**config.mk**
```make
export PLATFORM = sky130hd
export DESIGN_NAME = seq10110_detector
export DESIGN_NICKNAME = d
export VERILOG_FILES = /design/src/rtl/seq10110_pkg.sv /design/src/rtl/seq10110_fsm_core.sv /design/src/rtl/seq10110_detector.sv
export SDC_FILE = /design/constraint.sdc
export NUM_CORES = 1
export LEC_CHECK = 0
export CORE_AREA = 5 5 42 44
export DETAILED_ROUTE_END_ITERATION = 7
export DIE_AREA = 0 0 47 49
export GPL_TIMING_DRIVEN = 0
export PLACE_DENSITY = 0.5
export SLEW_MARGIN = 20
export SYNTH_ARGS = -nofsm -noshare
export SYNTH_HDL_FRONTEND = slang
export SYNTH_SLANG_ARGS = --single-unit
```
**constraint.sdc**
```tcl
create_clock -name clk -period 2.5 [get_ports clk]
set_input_delay 0.5 -clock clk [delete_from_list [all_inputs] [get_ports clk]]
set_output_delay 0.5 -clock clk [all_outputs]
set_load 0.03 [all_outputs]
```
**src/rtl/seq10110_pkg.sv**
```systemverilog
// Shared types and constants for the 10110 serial pattern detector.
package seq10110_pkg;

   typedef enum logic [2:0] {
      M0 = 3'd0,
      M1 = 3'd1,
      M2 = 3'd2,
      M3 = 3'd3,
      M4 = 3'd4
   } mealy_state_e;

   typedef enum logic [2:0] {
      S0 = 3'd0,
      S1 = 3'd1,
      S2 = 3'd2,
      S3 = 3'd3,
      S4 = 3'd4,
      S5 = 3'd5
   } moore_state_e;

   typedef enum logic {
      StyleMoore = 1'b0,
      StyleMealy = 1'b1
   } fsm_style_e;

   localparam logic [4:0]  PATTERN     = 5'b10110;
   localparam int unsigned PATTERN_LEN = 5;

endpackage

```
**src/rtl/seq10110_fsm_core.sv**
```systemverilog
// One 10110 detector FSM; Style picks a Moore (registered flag) or Mealy (state && !j) output.
module seq10110_fsm_core
   import seq10110_pkg::*;
#(
   parameter fsm_style_e Style = StyleMoore
) (
   input  logic clk,
   input  logic rst,
   input  logic j,
   output logic detect
);

   if (Style == StyleMealy) begin : g_mealy
      mealy_state_e state;

      always_ff @(posedge clk) begin
         if (rst) begin
            state <= M0;
         end else begin
            case (state)
               M0:      state <= j ? M1 : M0;
               M1:      state <= j ? M1 : M2;
               M2:      state <= j ? M3 : M0;
               M3:      state <= j ? M4 : M2;
               M4:      state <= j ? M1 : M2;
               default: state <= M0;
            endcase
         end
      end

      // Combinational on purpose: follows j immediately while in M4.
      assign detect = (state == M4) && !j;

   end else begin : g_moore
      moore_state_e state;
      logic         detect_q;

      always_ff @(posedge clk) begin
         if (rst) begin
            state    <= S0;
            detect_q <= 1'b0;
         end else begin
            detect_q <= 1'b0;
            case (state)
               S0:      state <= j ? S1 : S0;
               S1:      state <= j ? S1 : S2;
               S2:      state <= j ? S3 : S0;
               S3:      state <= j ? S4 : S2;
               S4: begin
                  if (j) begin
                     state <= S1;
                  end else begin
                     state    <= S5;
                     detect_q <= 1'b1;
                  end
               end
               S5:      state <= j ? S3 : S0;
               default: state <= S0;
            endcase
         end
      end

      // Flag is registered alongside the state, so it equals (state == S5) glitch-free.
      assign detect = detect_q;
   end

endmodule

```
**src/rtl/seq10110_detector.sv**
```systemverilog
// Moore and Mealy 10110 detectors side by side on the same serial input.
module seq10110_detector
   import seq10110_pkg::*;
(
   input  logic clk,
   input  logic rst,
   input  logic j,
   output logic w_moore,
   output logic w_mealy
);

   seq10110_fsm_core #(
      .Style (StyleMoore)
   ) u_moore (
      .clk    (clk),
      .rst    (rst),
      .j      (j),
      .detect (w_moore)
   );

   seq10110_fsm_core #(
      .Style (StyleMealy)
   ) u_mealy (
      .clk    (clk),
      .rst    (rst),
      .j      (j),
      .detect (w_mealy)
   );

endmodule

```
# Word-level counts from Yosys, hierarchy flattened
# Cells that the tools add are included.
[totals] register_bits=7 input_bits=3 out_inout_bits=2 elab_cells=28
[classes] n_eq_ne=9 n_mux=8 n_bitwise=1 reduce_logical=7
[op_table] op="$pmux W3 S5" n=1
[op_table] op="$eq A3 B2 Y1 const B" n=4
[op_table] op="$pmux W3 S4" n=1
[op_table] op="$eq A3 B3 Y1 const B" n=3
[op_table] op="$eq A3 B1 Y1 const B" n=2
[op_table] op="$logic_not A3 Y1" n=2
[op_table] op="$mux W3" n=2
[op_table] op="$reduce_or A2 Y1" n=3
[op_table] op="$mux W2" n=2
[op_table] op="$mux W1" n=2
[op_table] op="$logic_and A1 B1 Y1" n=1
[op_table] op="$logic_not A1 Y1" n=1
[op_table] op="$not A1 Y1" n=1

# Longest topological paths before layout
# Gate-level depths: netlist of run 1.
[logic_depth] word_depth=3 mapped_depth=4 mapped_depth_nobuf=3

# By module
# Synthesis of run 1 repeated with hierarchy kept, for this count alone.
[unflattened] hier_cells=29 area_unflattened_um2=304.0
[modules_own_cells] mod="seq10110_fsm_core (u_moore)" n_inst=1 cells_per_inst=17 area_per_inst_um2=158.9 seq_area_each_um2=80.1
[modules_own_cells] mod="seq10110_fsm_core (u_mealy)" n_inst=1 cells_per_inst=12 area_per_inst_um2=145.1 seq_area_each_um2=60.1

# Worst setup path before layout of run 1
# OpenSTA, ideal clock, no wires.
[synth_path] path_kind="input to output" startpoint="input port j" endpoint="output port w_mealy" arrival_ns=1.747 t_required_ns=2.000 slack_ns=0.253 stages=2 path_buffers=1 path_cell_list="buf_4 nor4b_1"
[synth_between] elab_chain_cells=2
[synth_rtl] item="from (decl)" line="seq10110_detector.sv:7" rtl="input logic j,"
[synth_rtl] item="$logic_not A1 Y1" line="seq10110_fsm_core.sv:32" rtl="assign detect = (state == M4) && !j;"
[synth_rtl] item="$logic_and A1 B1 Y1" line="seq10110_fsm_core.sv:32"
[synth_rtl] item="to (decl)" line="seq10110_detector.sv:9" rtl="output logic w_mealy"
# Every way passes these cells.

# Final worst setup path of run 1
# Same ends and word-level chain as after synthesis.

==> results.md, run 1 <==
- Total routed wirelength: ~550 um
- Clk pwr share: 42.7%
- Largest net degree at the start of global routing: 11
- Post-DR vias/cell: 4.554
- WHS: 477.7 ps
- Psw: roughly 0.056 mW
- Post-synth ARST share: 0%
- Full die area: 2303 um^2
- Mapped Area: between 200 and 300 um^2
- Number of global-route vias before repair: 219
- H-tree depth: 1
- CORE AREA: approximately 1400 um^2
- Final Skew: 4.575 ps
- I/O Buffers: 4
- Via count: 255
- LEAKAGE: 0.1379 nW
- Post-synth top cells: 7 x dfxtp_1, 4 x nor2_1, 2 x a31oi_1, 2 x nor3_1, 2 x o21ai_0
- Setup crit end kind: output pin
- I/O pins: 5
- Post-synth EDFFs: 0
- Sw Share: 23.01%
- Status: finished clean
- Gr usage total: under 10%
- Worst-path clk slew: ~60 ps
- Top FF cell, synth: dfxtp_1
- R2r startpoint: u_moore.g_moore.state[2]
- Synthesis-stage register bit count: 7
- CP Data Required Time: 2000 ps
- Critical path arrival: 1870 ps
- RePlAce Congestion: about 0.71
- Overall Power: around 0.24 mW
- # diodes: 0
- Post-synth top area cell: dfxtp_1
- Worst Reg-to-Reg Cells: 3
- Post-CTS Setup Bufs: 0
- Seq pwr share: between 50% and 60%
- Clk_lat worst skew: ~250 ps
- Reg-to-reg endpoint: u_moore.g_moore.state[2]
- Startpoint type of the worst setup path: primary input
- Avg Cell Area, Syn: approximately 9.2 um^2
- Max-slew violations: 0
- Initial antenna violation count: 0
- Relative slew slack: 75.80%
- Routed wire per std cell: approximately 9.8 um
- Area contributors post-synth: dfxtp_1 47%, nor2_1 5.1%, a31oi_1 4.2%, or4_4 3.8%, maj3_1 3.4%
- Synth unique cells: 20
- CTS max path bufs: 2
- Critical path class: primary input to output pin
- Placed cell areas: 355.3 um^2
- Worst slew pin tran: 358.0 ps
- # Max-Cap Violations: 0
- Worst hold path type: flip-flop to flip-flop
- DR pass1 iterations: 1
- Layout area overhead: 28.81%
- TNS Setup: 0 ps
- CTS tree: yes
- Fin nets: between 40 and 50
- Pint: 0.1867 mW
- CTS Buf Count: 3
- Share of the synthesized area in the top cell type: about 47%
- Minimum clock period: about 2400 ps
- DRC violations left: 0
- DP Worst Slack: -197.2 ps
- Chip height: between 40 and 50 um
- Max Clock Freq: 422.5 MHz
- # rows: 14
- Start point of the critical path: j
- Worst setup margin: between 100 and 150 ps
- Mapped Nets: 35
- Ratio of final minimum period to clock period: between 90% and 100%
- First-pass GRT wire length: between 800 and 900 um
- Sequential fraction of the synthesis area: a little under half
- Die Wd: 47 um
- Critical Path End: w_mealy
- Crit-path max FO: 10
- VDD IR max: 0.2758 mV
- Gate Count Post-Synth: 32
- Number of synthesis warnings: 0
- Clk root buf: clkbuf_4
- Final Hold Violating Endpoints: 0
- Post-DP HPWL: 399.9 um
- Comb power frac: 7.4%
- Final setup viols: 0
- RSZ-0062 raised after global routing: no
- R2r setup slk: ~1400 ps
- Initial DRC Count: 0
- Share of cells above drive strength 1: between 10% and 20%
- Final instance area: 380.4 um^2
- Pwr dens: 637.7 nW/um^2
- Global route overflow: 0
- Most common cell in the netlist: dfxtp_1
- ANT nets after route: 0
- Initial Utilization: a little over a fifth
- CTS Sinks: 7
cells in the final DEF (no fill, tap or decap), types with 2 or more instances in the layout:
cell type,count
nor2_1,4
dfxtp_1,7
nor3_1,2
clkbuf_4,3
a31oi_1,2
clkdlybuf4s50_1,3
o21ai_0,2
cell families after synthesis:
group / count (synthesis) / synth area share (%)
and+or+nand+nor: 14 / 29.24
DFF: 7 / 47.46
adders and majority gates: 1 / 3.390
buffers and inverters: 3 / 5.083
AOI/OAI and AO/OA: 7 / 14.83
how the worst min path moves through the flow:
stage / to / depth (start not counted) / from
2_1_floorplan: u_mealy.g_mealy.state[2] / 2 / u_mealy.g_mealy.state[1]
3_3_place_gp: u_mealy.g_mealy.state[2] / 2 / u_mealy.g_mealy.state[1]
3_5_place_dp: u_mealy.g_mealy.state[2] / 2 / u_mealy.g_mealy.state[1]
4_1_cts: u_mealy.g_mealy.state[2] / 2 / u_mealy.g_mealy.state[1]
5_1_grt: u_mealy.g_mealy.state[2] / 2 / u_mealy.g_mealy.state[1]
6_report: u_mealy.g_mealy.state[2] / 2 / u_mealy.g_mealy.state[1]
flip-flops by register name (all words and copies together) (netlist names):
signal	cells
u_mealy.g_mealy.state	3
u_moore.g_moore.state	3
u_moore.detect	1
stage by stage:
step           util, %  instances
2_1_floorplan        -         32
3_3_place_gp     25.36         52
3_5_place_dp     25.36         52
4_1_cts          27.14         56
5_1_grt          27.14         56
6_report         27.14         56
final cells by class:
class,instances,area [um^2]
fillers,164,1021
flip-flops and latches,7,140.1
multi-input cells,22,140.1
repair buffers,4,38.79
clock buffers,4,26.28
well taps,16,20.02
plain buffers,1,7.507
inverters,2,7.507
power groups by stage:
stage / clock (mW) / combinational [mW] / sequential, mW
3_5_place_dp: 0 / 0.0180 / 0.124
2_1_floorplan: 0 / 0.0116 / 0.122
4_1_cts: 0.109 / 0.0181 / 0.121
3_3_place_gp: 0 / 0.0179 / 0.124
6_report: 0.103 / 0.0179 / 0.121
5_1_grt: 0.116 / 0.0197 / 0.122
per-layer routing:
| metal | up-vias | track usage, % | share of wire (%) |
|---|---|---|---|
| met1 | 119 | 5.531 | 45 |
| li1 | 130 | - | - |
| met5 | - | 0 | 0 |
| met2 | 6 | 7.692 | 47 |
| met3 | 0 | 5.535 | 7.7 |
| met4 | 0 | 1.382 | 0 |
what timing repair did:
item                       CTS  global route
resized for setup            1             0
hold buffers                 0             0
setup endpoints to repair    1             0
worst max-delay path, cell delays in order:
cell and delay [ps]:
clkdlybuf4s50_1 410, buf_4 170, nor4b_1 330, dlygate4sd2_1 450
Power figures use the tool's default switching activity.
==> inputs of run 2 (changes only) <==
CAP_MARGIN = 15   (was not set)
HOLD_SLACK_MARGIN = 0.03   (was not set)
==> results of run 2 <==
Same layout as run 1: the final DEF is identical, and so are final timing and power.
